$ cat src/rtl/vxv_pkg.sv
// Shared definitions for the vector x vector / matrix x vector dot-product unit.
package vxv_pkg;

  typedef enum logic [1:0] {
    AP_IDLE    = 2'd0,
    AP_COLLECT = 2'd1,
    AP_DONE    = 2'd2
  } ap_state_t;

  localparam int VXV_ELEMENT_WIDTH = 32;
  localparam int VXV_NO_OF_UNITS   = 8;

  function automatic int ceil_div(input int num, input int den);
    return (num + den - 1) / den;
  endfunction

endpackage

$ cat src/rtl/ap_result_collector_if.sv
// Result-in / AP_total-write-out bundle of the result collector.
// err_stray exists only when AP_COLLECT_STATUS_EN is defined.
interface ap_result_collector_if
  import vxv_pkg::*;
#(
  parameter int element_width = VXV_ELEMENT_WIDTH,
  parameter int no_of_units   = VXV_NO_OF_UNITS,
  parameter int addr_width    = 8
);

  logic                                 start;
  logic [element_width-1:0]             result;
  logic                                 finish;
  logic                                 mem_we;
  logic [addr_width-1:0]                mem_addr;
  logic [element_width*no_of_units-1:0] mem_wdata;
  logic [31:0]                          eq_count;
  logic                                 done;
`ifdef AP_COLLECT_STATUS_EN
  logic                                 err_stray;
`endif

  // Collector side.
  modport slave (
    input  start, result, finish,
    output mem_we, mem_addr, mem_wdata, eq_count, done
`ifdef AP_COLLECT_STATUS_EN
    , output err_stray
`endif
  );

  // Dot-product engine / memory side.
  modport master (
    output start, result, finish,
    input  mem_we, mem_addr, mem_wdata, eq_count, done
`ifdef AP_COLLECT_STATUS_EN
    , input err_stray
`endif
  );

endinterface

$ cat src/rtl/ap_lane_packer.sv
// Lane-indexed capture register: builds one row word from consecutive results.
// Latency: word_next is combinational (buffer with the current lane inserted).
// Backpressure: none; flush and clear zero the buffer in the capture cycle.
module ap_lane_packer #(
  parameter int element_width = 32,
  parameter int no_of_units   = 8,
  localparam int lane_w       = (no_of_units > 1) ? $clog2(no_of_units) : 1
) (
  input  logic                                 clk,
  input  logic                                 reset,
  input  logic                                 clear,
  input  logic                                 capture,
  input  logic                                 flush,
  input  logic [lane_w-1:0]                    lane,
  input  logic [element_width-1:0]             result,
  output logic [element_width*no_of_units-1:0] word_next
);

  logic [element_width*no_of_units-1:0] buffer;

  always_comb begin
    word_next = buffer;
    word_next[int'(lane)*element_width +: element_width] = result;
  end

  // Flushing clears in the same cycle so the next result may land in lane 0 immediately.
  always_ff @(posedge clk) begin
    if (!reset || clear) begin
      buffer <= '0;
    end else if (capture) begin
      buffer <= flush ? '0 : word_next;
    end
  end

endmodule

$ cat src/rtl/ap_result_collector.sv
// Packs dot-product results into AP_total row words and flags run completion.
// Latency: completing finish at cycle t gives mem_we at t+1. No backpressure.
// AP_COLLECT_STATUS_EN adds the sticky err_stray flag for finish outside a run.
module ap_result_collector
  import vxv_pkg::*;
#(
  parameter int number_of_equations_per_cluster = 16,
  parameter int element_width                   = VXV_ELEMENT_WIDTH,
  parameter int no_of_units                     = VXV_NO_OF_UNITS,
  parameter int addr_width                      = 8
) (
  input logic                  clk,
  input logic                  reset,
  ap_result_collector_if.slave bus
);

  localparam int words  = ceil_div(number_of_equations_per_cluster, no_of_units);
  localparam int lane_w = (no_of_units > 1) ? $clog2(no_of_units) : 1;
  localparam int word_w = element_width * no_of_units;

  ap_state_t             state;
  logic [lane_w-1:0]     lane_cnt;
  logic [31:0]           eq_count;
  logic                  mem_we;
  logic [addr_width-1:0] mem_addr;
  logic [word_w-1:0]     mem_wdata;
  logic                  done;

  logic [word_w-1:0]     word_next;
  logic                  arm;
  logic                  capture;
  logic                  word_cmpl;
  logic                  last_write;

  always_comb begin
    arm        = bus.start && (state != AP_COLLECT);
    // Results beyond the cluster size are not captured while the last word drains.
    capture    = bus.finish && (state == AP_COLLECT) &&
                 (eq_count != 32'(number_of_equations_per_cluster));
    word_cmpl  = capture &&
                 ((lane_cnt == lane_w'(no_of_units - 1)) ||
                  (eq_count == 32'(number_of_equations_per_cluster - 1)));
    last_write = mem_we && (mem_addr == addr_width'(words - 1));
  end

  ap_lane_packer #(
    .element_width (element_width),
    .no_of_units   (no_of_units)
  ) u_packer (
    .clk       (clk),
    .reset     (reset),
    .clear     (arm),
    .capture   (capture),
    .flush     (word_cmpl),
    .lane      (lane_cnt),
    .result    (bus.result),
    .word_next (word_next)
  );

  always_ff @(posedge clk) begin
    if (!reset) begin
      state     <= AP_IDLE;
      lane_cnt  <= '0;
      eq_count  <= '0;
      mem_we    <= 1'b0;
      mem_addr  <= '0;
      mem_wdata <= '0;
      done      <= 1'b0;
    end else begin
      mem_we <= word_cmpl;
      if (word_cmpl) begin
        mem_wdata <= word_next;
      end
      case (state)
        AP_IDLE, AP_DONE: begin
          if (arm) begin
            state    <= AP_COLLECT;
            lane_cnt <= '0;
            eq_count <= '0;
            mem_addr <= '0;
            done     <= 1'b0;
          end
        end
        AP_COLLECT: begin
          if (capture) begin
            eq_count <= eq_count + 32'd1;
            lane_cnt <= word_cmpl ? '0 : lane_cnt + 1'b1;
          end
          // The address stays on the final word once the run is complete.
          if (last_write) begin
            state <= AP_DONE;
            done  <= 1'b1;
          end else if (mem_we) begin
            mem_addr <= mem_addr + 1'b1;
          end
        end
        default: state <= AP_IDLE;
      endcase
    end
  end

`ifdef AP_COLLECT_STATUS_EN
  logic err_stray;

  always_ff @(posedge clk) begin
    if (!reset) begin
      err_stray <= 1'b0;
    end else if (arm) begin
      err_stray <= 1'b0;
    end else if (bus.finish && (state != AP_COLLECT)) begin
      err_stray <= 1'b1;
    end
  end

  assign bus.err_stray = err_stray;
`endif

  assign bus.mem_we    = mem_we;
  assign bus.mem_addr  = mem_addr;
  assign bus.mem_wdata = mem_wdata;
  assign bus.eq_count  = eq_count;
  assign bus.done      = done;

endmodule
$ cat src/flat_wrapper.sv
// flat-port wrapper written by rule: the top's interface ports become plain ports
module ap_result_collector_flat import vxv_pkg::*;
#(
  parameter int number_of_equations_per_cluster = 16,
  parameter int element_width                   = VXV_ELEMENT_WIDTH,
  parameter int no_of_units                     = VXV_NO_OF_UNITS,
  parameter int addr_width                      = 8
)
  (clk, reset, bus_start, bus_result, bus_finish, bus_mem_we, bus_mem_addr, bus_mem_wdata, bus_eq_count, bus_done);
  ap_result_collector_if #(.element_width(element_width), .no_of_units(no_of_units), .addr_width(addr_width)) bus_i ();
  input logic clk;
  input logic reset;
  input wire logic [$bits(bus_i.start)-1:0] bus_start;
  input wire logic [$bits(bus_i.result)-1:0] bus_result;
  input wire logic [$bits(bus_i.finish)-1:0] bus_finish;
  output wire logic [$bits(bus_i.mem_we)-1:0] bus_mem_we;
  output wire logic [$bits(bus_i.mem_addr)-1:0] bus_mem_addr;
  output wire logic [$bits(bus_i.mem_wdata)-1:0] bus_mem_wdata;
  output wire logic [$bits(bus_i.eq_count)-1:0] bus_eq_count;
  output wire logic [$bits(bus_i.done)-1:0] bus_done;
  assign bus_i.start = bus_start;
  assign bus_i.result = bus_result;
  assign bus_i.finish = bus_finish;
  assign bus_mem_we = bus_i.mem_we;
  assign bus_mem_addr = bus_i.mem_addr;
  assign bus_mem_wdata = bus_i.mem_wdata;
  assign bus_eq_count = bus_i.eq_count;
  assign bus_done = bus_i.done;
  ap_result_collector #(.number_of_equations_per_cluster(number_of_equations_per_cluster), .element_width(element_width), .no_of_units(no_of_units), .addr_width(addr_width)) u_core (.clk(clk), .reset(reset), .bus(bus_i));
endmodule
$ cat config.mk
export PLATFORM = sky130hd
export DESIGN_NAME = ap_result_collector_flat
export DESIGN_NICKNAME = d
export VERILOG_FILES = /design/src/rtl/vxv_pkg.sv /design/src/rtl/ap_result_collector_if.sv /design/src/rtl/ap_lane_packer.sv /design/src/rtl/ap_result_collector.sv /design/src/flat_wrapper.sv
export SDC_FILE = /design/constraint.sdc
export NUM_CORES = 1
export LEC_CHECK = 0
export CAP_MARGIN = 20
export CORE_ASPECT_RATIO = 1.4
export CORE_MARGIN = 2
export CORE_UTILIZATION = 50
export DETAILED_ROUTE_END_ITERATION = 6
export PLACE_DENSITY = 0.79
export SLEW_MARGIN = 30
export SYNTH_ARGS = -nofsm -noshare
export SYNTH_HDL_FRONTEND = slang
export SYNTH_HIERARCHICAL = 1
export SYNTH_SLANG_ARGS = --single-unit
$ cat constraint.sdc
create_clock -name clk -period 6.3 [get_ports clk]
set_clock_uncertainty 0.2 [all_clocks]
set_input_delay 1.89 -clock clk [delete_from_list [all_inputs] [get_ports clk]]
set_output_delay 1.89 -clock clk [all_outputs]
set_load 0.01 [all_outputs]
==> reports/qor.csv, run 1 <==
stage,metric,value,unit
synth,#FFs+latches synth,559,
routing,DRC Markers,0,
synth,Post-Syn Area,24300,µm²
clock_tree,TritonCTS clock tree,yes,
critical_path,Levels on crit path,8,
critical_path,Required @ worst endpoint,6590,ps
pwr,Final Total Pwr,7.38,mW
timing,Slew Limit Fails,0,
layout,Layout area overhead,21.6,%
placement,dpl hpwl,49800,µm
global_routing,met3 Use GR,0.0526,
floorplan,Die Ht,265,µm
routing,ANT nets after route,0,
clock_tree,Num CTS Buffers,53,
floorplan,Die X,190,µm
synth,Synth area leader,dfxtp_1,
critical_path,crit path DAT,4820,ps
timing,period utilization,0.719,
clock_tree,H-tree Lvls,2,
placement,Placer Congestion,0.928,
layout,Reg area,11200,µm²
timing,Max Fclk,221,MHz
routing,via/cell ratio,5.92,
timing,setup violators final,0,
synth,Mapped Cells,2571,
global_routing,Global Route Usage Sum,0.286,
layout,FILL cells,3877,
critical_path,CP Launch Type,input port,
routing,first drt pass iteration count,6,
synth,Yosys Warn Count,6,
layout,fin nets,2797,
synth,async set-or-reset flop fraction in the synthesized netlist,0,
outcome,status,completed,
synth,commonest register cell after synthesis,dfxtp_1,
pwr,Power Dens Cells,250,nW/µm²
critical_path,crit path capture type,register,
pwr,Leakage,10.1,nW
critical_path,R2R depth,8,
critical_path,CP Class,in2reg,
placement,number of I/O port buffers,333,
global_routing,met1 Use GR,0.364,
floorplan,FP Rows,95,
routing,aggregate routed wire length,75400,µm
synth,register area share after synthesis,0.461,
global_routing,first-pass GRT wire length,113000,µm
timing,final hold violation count,0,
routing,Via Count,20300,
critical_path,slowest CP cell,nand3_1,
critical_path,Top Family by Delay on Critical Path,simple AND/OR/NAND/NOR gates,
clock_tree,CTS Hold Bufs,0,
global_routing,met2 GRT Util,0.467,
pwr,Max IR drop VDD,0.305,mV
synth,syn_nets,2616,
synth,number of enable flip-flop cells after synthesis,0,
layout,n_diodes,0,
critical_path,crit-path max cell delay,590,ps
clock_tree,post-CTS setup buffer count,0,
worst_hold_path,Hold WC Path Type,reg2reg,
layout,ratio of cells with drive above 1 in the final layout,0.136,
clock_tree,post-cts sizing count,0,
floorplan,Core Area,48000,µm²
clock_tree,Clock Latency Late Sink,600,ps
synth,synth top area cells,"dfxtp_1 46%, mux2i_1 11%, mux2_2 10%, nand2_1 9.9%, a32o_1 3.5%",
clock_tree,Sink Count,559,
floorplan,effective utilization at floorplan,0.505,
routing,Routed wire per std cell,22.0,µm
timing,RSZ-0062 raised after global routing,false,
layout,area occupied by multi-input gates,12000,µm²
global_routing,initial antenna violation count,2,
timing,minimum clock period,4530,ps
floorplan,num ports,334,
clock_tree,clock-pin transition on the worst setup and hold timing paths,60,ps
clock_tree,Clock Tree Buf Depth,3,
global_routing,GRT busiest layer,met2,
global_routing,vias in the first global route,19400,
synth,"Avg Cell Area, Syn",9.43,µm²
flow_run,total of max-cap violations,0,
synth,share of the synthesized area in the top cell type,0.461,
floorplan,full die area,50300,µm²
synth,Yosys cell types,75,
global_routing,GRT overflow,0,
clock_tree,root buf cell,clkbuf_16,
critical_path,CP Cell Sequence,clkdlybuf4s50_1 > and2_1 > o21ai_4 > inv_2 > o21a_4 > and4bb_2 > nand3_1 > o21ai_0,
timing,Worst-Margin Slew,1020,ps
timing,Slew headroom,0.320,
critical_path,worst-path fanout max,36,
global_routing,largest net degree at the start of global routing,223,
timing,TNS Setup,0,ps
routing,Initial DRC Count,2003,
worst_hold_path,Worst Hold Path Cells,2,
critical_path,Buffers & Inverters on Critical Path,2,
## cell families after synthesis
family	after synthesis	share of synthesized area
AOI/OAI and AO/OA	366	0.112
muxes	479	0.209
and+or+nand+nor	898	0.161
xor gates and xnor gates	10	0.00361
DFF	559	0.461
adders and majority gates	9	0.00464
buffers and inverters	250	0.0485
## worst register-to-register path, cell delays in order, from the launching register on
cell and delay, ps:
dfxtp_1 370, nor4_2 490, nand4_1 320, o21ai_4 760, inv_2 100, o21a_4 320
and4bb_2 470, nand3_1 590, o21ai_0 450
## where the power goes
group	total (mW)	leakage (nW)	internal [mW]	switching [mW]
Sequential	3.54	4.50	3.54	0.00480
Combinational	0.386	4.65	0.0958	0.290
Clock	3.45	0.912	2.01	1.43
Total	7.38	10.1	5.65	1.73
## Yosys cell counts, types with 14 or more instances
cell and instances:
buf_1 29, buf_6 21, nand3_1 115, a22o_1 42, nor2_1 44, and2_1 14
mux2i_1 258, nand2_1 638, mux2_2 219, clkbuf_1 125, a32o_1 84, dfxtp_1 559
buf_2 57, o21ai_0 138
## flip-flops by register name, summed over array words and instances, names as in the netlist
signal / count
u_core/bus.done: 1
u_core/lane_cnt: 3
u_core/bus.mem_wdata: 256
u_core/u_packer/buffer: 256
u_core/bus.eq_count: 32
u_core/state: 2
u_core/bus.mem_we: 1
u_core/bus.mem_addr: 8
## layer usage
metal	wire, µm	up-vias	share of wire
met4	3890	4	0.052
met2	35100	906	0.47
met1	30000	9833	0.40
met5	23	-	0.00031
met3	6380	167	0.085
li1	-	9351	-
## stage by stage
step	worst slack (ps)	instances	hold WS [ps]	utilization	instance area (µm²)
detailed placement	1260	3327	238	0.575	27600
floorplan	2150	2571	220	-	24300
global placement	1330	3327	229	0.575	27600
CTS	1860	3425	250	0.614	29500
global route	1590	3425	267	0.614	29500
finish	1770	3425	251	0.614	29500
## placed cells by master, fill, tap and decap left out, types with 8 or more instances in the layout
cell type and instances:
clkdlybuf4s50_1 332, nand2_1 638, clkbuf_16 53, buf_4 25, nand3_1 114, o2bb2ai_1 12
dfxtp_1 559, mux2i_1 258, a2bb2o_1 8, o211ai_1 9, a22o_1 42, o21ai_0 138
a21oi_1 13, inv_1 12, and2_1 14, clkbuf_8 11, ha_1 9, bufinv_16 8
nand4_1 13, nor2_1 42, or4_1 11, a32o_1 84, mux2_2 219, clkinv_2 9
## path summary, 6_finish.rpt
check                            startpoint                           to  slack (ps)
setup / recovery                 bus_finish  u_core/u_packer/buffer[121]        1770
hold reg to reg   u_core/u_packer/buffer[4]    u_core/u_packer/buffer[4]         250
setup reg to reg     u_core/bus.eq_count[5]  u_core/u_packer/buffer[121]        2120
hold / removal    u_core/u_packer/buffer[4]    u_core/u_packer/buffer[4]         250
## layout make-up
type,count,share of cell area
Clock buffer,71,0.0510
Clock inverter,27,0.0129
Inverter,14,0.00178
Multi-Input combinational cell,1762,0.406
Sequential cell,559,0.379
Tap cell,630,0.0267
Timing Repair Buffer,362,0.122
Note: power is estimated with default switching activity, not from simulation.
==> run 2, diff against run 1 <==
--- a/config.mk
+++ b/config.mk
@@ -10,7 +10,7 @@
 export CORE_MARGIN = 2
 export CORE_UTILIZATION = 50
 export DETAILED_ROUTE_END_ITERATION = 6
-export PLACE_DENSITY = 0.79
+export PLACE_DENSITY = 0.82
 export SLEW_MARGIN = 30
 export SYNTH_ARGS = -nofsm -noshare
 export SYNTH_HDL_FRONTEND = slang
==> constraint.sdc (replaced) <==
create_clock -name clk -period 3.8 [get_ports clk]
set_clock_uncertainty 0.2 [all_clocks]
set_input_delay 1.14 -clock clk [delete_from_list [all_inputs] [get_ports clk]]
set_output_delay 1.14 -clock clk [all_outputs]
set_load 0.01 [all_outputs]
==> run 2 against run 1 <==
  * Clock-buffer cell count shrank 2
  * Core utilization grew 1.4 points
  * Combinational power grew 84%
  * Total power grew 67%
  * Cell count grew 2.0%
  * Register-to-register slack lost 1500 ps
  * Routed wire length grew 1.4%
  * Flip-flop and latch count is the same
  * Critical path depth grew 3
  * Non-clock buffer count grew 70
  * Hold slack gained 2.6 ps
  * Largest power group unchanged
==> reports/qor.csv, run 2 (synthesis results as in run 1) <==
stage,metric,value,unit,change
outcome,status,completed,,
clock_tree,TritonCTS clock tree,yes,,
critical_path,crit path capture type,register,,
critical_path,Reg-to-Reg End,u_core/u_packer/buffer[208],,
critical_path,CP Class,reg2reg,,
floorplan,Die X,190,µm,unchanged
clock_tree,post-CTS setup buffer count,0,,unchanged
clock_tree,post-cts sizing count,0,,unchanged
clock_tree,Sink Count,559,,unchanged
flow_run,total of max-cap violations,0,,unchanged
placement,number of I/O port buffers,333,,unchanged
pwr,Final Total Pwr,12.3,mW,+67%
critical_path,worst reg2reg setup slack,590,ps,-1530 ps
timing,Worst-Margin Slew,934,ps,-82.2 ps
layout,fin nets,2865,,+2.4%
critical_path,crit path DAT,3470,ps,-1350 ps
routing,Initial DRC Count,1954,,-2.4%
global_routing,largest net degree at the start of global routing,199,,-11%
critical_path,worst-path fanout max,20,,-44%
timing,final hold violation count,0,,unchanged
clock_tree,Num CTS Buffers,51,,-3.8%
global_routing,Global Route Usage Sum,0.293,,+0.00614
routing,ANT nets after route,0,,unchanged
timing,RSZ-0062 raised after global routing,false,,
placement,placed cells,3397,,+2.1%
critical_path,Required @ worst endpoint,4060,ps,-2530 ps
timing,Slew headroom,0.375,,+0.0550
clock_tree,Clock Latency Late Sink,600,ps,about the same
floorplan,num ports,334,,unchanged
timing,Max Fclk,312,MHz,
global_routing,initial antenna violation count,1,,-1
floorplan,full die area,50300,µm²,unchanged
worst_hold_path,Hold WC Path Type,reg2reg,,
layout,Layout area overhead,24.4,%,
clock_tree,Clock Tree Buf Depth,3,,unchanged
floorplan,Die Ht,265,µm,unchanged
floorplan,effective utilization at floorplan,0.505,,unchanged
critical_path,CP startpoint,u_core/bus.eq_count[27],,
critical_path,Critical Path End,u_core/u_packer/buffer[208],,
placement,Placer Congestion,0.913,,-1.7%
floorplan,Core Area,48000,µm²,unchanged
layout,ratio of cells with drive above 1 in the final layout,0.155,,+0.0192
floorplan,FP Rows,95,,unchanged
routing,DRC Markers,0,,unchanged
routing,first drt pass iteration count,6,,unchanged
layout,"commonest non-fill, non-tap cells in the layout","638 x nand2_1, 559 x dfxtp_1, 332 x clkdlybuf4s50_1",,
timing,setup violators final,0,,unchanged
pwr,Leakage,10.5,nW,+4.0%
routing,Routed wire per std cell,21.9,µm,-0.56%
clock_tree,CTS Hold Bufs,0,,unchanged
global_routing,GRT overflow,0,,unchanged
pwr,Power Dens Cells,408,nW/µm²,+63%
clock_tree,clock-pin transition on the worst setup and hold timing paths,70,ps,about the same
pwr,Max IR drop VDD,0.312,mV,+2.2%
timing,period utilization,0.844,,
critical_path,R2R depth,11,,+3
global_routing,vias in the first global route,20000,,+2.9%
clock_tree,H-tree Lvls,2,,unchanged
routing,via/cell ratio,5.91,,-0.12%
timing,minimum clock period,3210,ps,
timing,TNS Setup,0,ps,unchanged
critical_path,worst r2r src,u_core/bus.eq_count[27],,
global_routing,first-pass GRT wire length,115000,µm,+2.4%
clock_tree,root buf cell,clkbuf_16,,
routing,aggregate routed wire length,76500,µm,+1.4%
layout,"commonest non-fill, non-tap cell in the layout",nand2_1,,
critical_path,CP Launch Type,register,,
routing,Via Count,20600,,+1.9%
timing,Slew Limit Fails,0,,unchanged
layout,largest registers,"u_core/bus.mem_wdata: 256 flops, u_core/u_packer/buffer: 256 flops, u_core/bus.eq_count: 32 flops",,
layout,fin cells,3494,,+2.0%
placement,dpl hpwl,51100,µm,+2.6%
==> run 2: cell types whose count changed in the layout (fill, tap and decap cells not counted), moves of 2 or more <==
cell / previous run / this run
buf_12: 4 / 16
buf_4: 25 / 82
bufinv_16: 8 / 10
clkinvlp_4: 6 / 1
diode_2: 0 / 2
inv_6: 1 / 3
==> run 2: layout make-up <==
cell class              instances  area, µm²
fillers                      3778      17800
multi-input cells            1762      12000
flip-flops and latches        559      11200
repair buffers                432       4290
clock buffers                  69       1470
well taps                     630        788
clock inverters                26        409
inverters                      14       52.6
diodes                          2       5.00
==> run 2: routing by layer <==
metal / track usage / wire, µm / up-vias
li1: - / - / 9493
met1: 0.375 / 30700 / 9941
met2: 0.476 / 35300 / 1018
met3: 0.0475 / 6420 / 192
met4: 0.146 / 4030 / 0
met5: 0 / 0 / -
==> run 2: worst min-delay path by stage <==
stage                                     startpoint                         end  cells past startpoint
after detailed placement  u_core/u_packer/buffer[10]  u_core/u_packer/buffer[10]                      2
after global placement    u_core/u_packer/buffer[28]  u_core/u_packer/buffer[28]                      2
final                      u_core/u_packer/buffer[4]   u_core/u_packer/buffer[4]                      2
after global routing       u_core/u_packer/buffer[4]   u_core/u_packer/buffer[4]                      2
after CTS                  u_core/u_packer/buffer[4]   u_core/u_packer/buffer[4]                      2
after floorplan           u_core/u_packer/buffer[10]  u_core/u_packer/buffer[10]                      2
==> run 2: where the power goes <==
part           total, mW  switching (mW)  internal (mW)
clock network       5.72            2.32           3.40
logic              0.711           0.501          0.210
registers           5.88         0.00858           5.87
==> run 2: worst max-delay path, cell delays in order (launching register included) <==
cell and delay, ps:
dfxtp_1 400, nor4_2 410, nand4_1 310, nor4_1 340, buf_4 170, o21a_4 180
buf_4 190, nor2b_1 70, buf_4 150, nand3_1 90, buf_4 240, a2bb2o_1 330
==> run 2: metrics by stage <==
stage | hold WS [ps] | util | area, µm² | setup WS [ps]
global placement | 230 | 0.589 | 28300 | 203
floorplan | 220 | - | 24300 | 404
CTS | 251 | 0.628 | 30200 | 665
finish | 253 | 0.628 | 30200 | 594
global route | 273 | 0.628 | 30200 | 387
detailed placement | 241 | 0.589 | 28300 | 166
==> run 3, diff against run 2 <==
==> constraint.sdc (replaced) <==
create_clock -name clk -period 2.8 [get_ports clk]
set_clock_uncertainty 0.2 [all_clocks]
set_input_delay 0.84 -clock clk [delete_from_list [all_inputs] [get_ports clk]]
set_output_delay 0.84 -clock clk [all_outputs]
set_load 0.01 [all_outputs]
==> run 3 against run 2 <==
  * The flow now finishes with violations (negative setup slack)
  * First-iteration DRC count is 11% higher
  * Design area grew 7.2%
  * Clock-buffer cell count up 12
  * Combinational power up 69%
  * Core utilization rose by 4.5 points
  * Fmax up 8.7%
  * Die area did not move
  * Clock power up 33%
  * Sequential power grew 36%
  * Critical path type unchanged
  * Highest routed layer unchanged
==> reports/qor.csv, run 3 (synthesis results as in run 1) <==
stage,metric,value,unit,change
timing,final hold violation count,0,,unchanged
global_routing,largest net degree at the start of global routing,215,,+8.0%
worst_hold_path,Hold WC Path Type,reg2reg,,
routing,DRC Markers,0,,unchanged
timing,minimum clock period,2950,ps,-257 ps
global_routing,vias in the first global route,21200,,+6.2%
routing,Routed wire per std cell,23.4,µm,+7.1%
timing,Slew Limit Fails,0,,unchanged
routing,Initial DRC Count,2169,,+11%
floorplan,Die X,190,µm,unchanged
critical_path,crit path capture type,register,,
clock_tree,Sink Count,559,,unchanged
placement,post-place instance area,29300,µm²,+3.5%
placement,number of I/O port buffers,333,,unchanged
timing,Worst Slack Setup Final,-150,ps,-743 ps
timing,Max Fclk,339,MHz,+8.7%
critical_path,crit path DAT,3220,ps,-250 ps
routing,Via Count,22000,,+6.7%
layout,Layout area overhead,33.3,%,
critical_path,Required @ worst endpoint,3070,ps,-990 ps
clock_tree,Clock Tree Buf Depth,3,,unchanged
outcome,failing checks,negative setup slack,,
critical_path,CP Launch Type,register,,
layout,largest registers,"u_core/bus.mem_wdata: 256 flops, u_core/u_packer/buffer: 256 flops, u_core/bus.eq_count: 32 flops",,
layout,fin nets,2989,,+4.3%
critical_path,worst reg2reg setup slack,-150,ps,-740 ps
layout,"commonest non-fill, non-tap cell in the layout",nand2_1,,
critical_path,CP Class,reg2reg,,
clock_tree,Num CTS Buffers,51,,unchanged
routing,first drt pass iteration count,7,,+1
timing,RSZ-0062 raised after global routing,true,,
routing,via/cell ratio,6.09,,+3.0%
layout,design area,32300,µm²,+7.2%
timing,TNS Setup,-7450,ps,-7450 ps
global_routing,initial antenna violation count,2,,+1
floorplan,full die area,50300,µm²,unchanged
clock_tree,CTS Hold Bufs,0,,unchanged
clock_tree,clock-pin transition on the worst setup and hold timing paths,60,ps,about the same
placement,dpl hpwl,53400,µm,+4.4%
global_routing,GRT overflow,0,,unchanged
critical_path,worst-path fanout max,7,,-65%
clock_tree,H-tree Lvls,2,,unchanged
routing,aggregate routed wire length,84800,µm,+11%
clock_tree,TritonCTS clock tree,yes,,
floorplan,Core Area,48000,µm²,unchanged
floorplan,effective utilization at floorplan,0.505,,unchanged
floorplan,num ports,334,,unchanged
timing,setup violators final,138,,+138
routing,ANT nets after route,0,,unchanged
global_routing,first-pass GRT wire length,123000,µm,+6.2%
placement,Placer Congestion,0.946,,+3.6%
pwr,Max IR drop VDD,0.522,mV,+67%
floorplan,FP Rows,95,,unchanged
outcome,status,"complete, but fails checks",,
global_routing,Global Route Usage Sum,0.311,,+0.0186
clock_tree,root buf cell,clkbuf_16,,
pwr,Power Dens Cells,518,nW/µm²,+27%
floorplan,Die Ht,265,µm,unchanged
pwr,Leakage,11.5,nW,+9.7%
timing,Worst-Margin Slew,918,ps,-16.6 ps
timing,Slew headroom,0.388,,+0.0130
layout,ratio of cells with drive above 1 in the final layout,0.224,,+0.0686
layout,"commonest non-fill, non-tap cells in the layout","631 x nand2_1, 552 x dfxtp_1, 332 x clkdlybuf4s50_1",,
timing,period utilization,1.05,,+0.210
clock_tree,Clock Latency Late Sink,580,ps,-20 ps
flow_run,total of max-cap violations,0,,unchanged
## run 3: changes by cell type in the layout (fill, tap and decap cells not counted), moves of 12 or more
cell and delta:
o21ai_1 +30, buf_4 +61, o21ai_0 -80, buf_6 +19
clkbuf_16 +12, o2bb2ai_1 -12, o2bb2ai_2 +12, buf_12 +22
o21ai_2 +50
## run 3: through the flow
stage	worst slack (ps)	util	hold WS, ps	power, mW	instances
2_1_floorplan	-226	-	224	8.71	2571
3_3_place_gp	-450	0.609	236	9.15	3478
3_5_place_dp	-463	0.609	237	9.16	3478
4_1_cts	-125	0.659	258	16.7	3592
5_1_grt	-165	0.674	267	17.1	3617
6_report	-150	0.674	254	16.8	3617
## run 3: metal layers
metal	share of wire	global-route usage	up-vias
li1	-	-	9782
met5	0	0	-
met3	0.091	0.0433	307
met2	0.47	0.504	1242
met1	0.38	0.392	10700
met4	0.066	0.190	0
## run 3: critical path, stage by stage, from the launching register on
cell and delay (ps):
dfxtp_2 330, nor4_4 300, buf_4 170, nand4_1 160, buf_4 210, o21ai_4 160
inv_4 70, o21a_4 150, and2_4 150, buf_4 130, a311oi_4 280, buf_6 210
clkbuf_16 180, nand2_1 70, o31ai_1 80
## run 3: repair_timing
action                                  CTS  global route
endpoints found under the setup margin  460           332
cloned                                    7            13
gates resized for setup                  67           129
buffers inserted                         12            12
pin swaps                                 8            27
## run 3: cell type report
cell class	count	area, µm²
antenna	1	2.50
clock buffer	81	1610
clock inverter	14	223
fill	3405	15700
inverter	14	55.1
multi-input combinational	1763	12500
sequential	559	11200
tap	630	788
timing repair buffer	555	5910
## run 3: worst paths after layout
kind	to	start	depth (start not counted)
min reg2reg	u_core/bus.mem_wdata[44]	u_core/bus.mem_wdata[44]	2
max	u_core/u_packer/buffer[31]	u_core/bus.eq_count[27]	14
max reg2reg	u_core/u_packer/buffer[31]	u_core/bus.eq_count[27]	14
min	u_core/bus.mem_wdata[44]	u_core/bus.mem_wdata[44]	2
## run 3: power by group
part           internal (mW)  switching [mW]  total [mW]
Clock                   4.50            3.10        7.59
Combinational          0.419           0.784        1.20
Sequential              7.96          0.0111        7.97
Total                   12.9            3.89        16.8
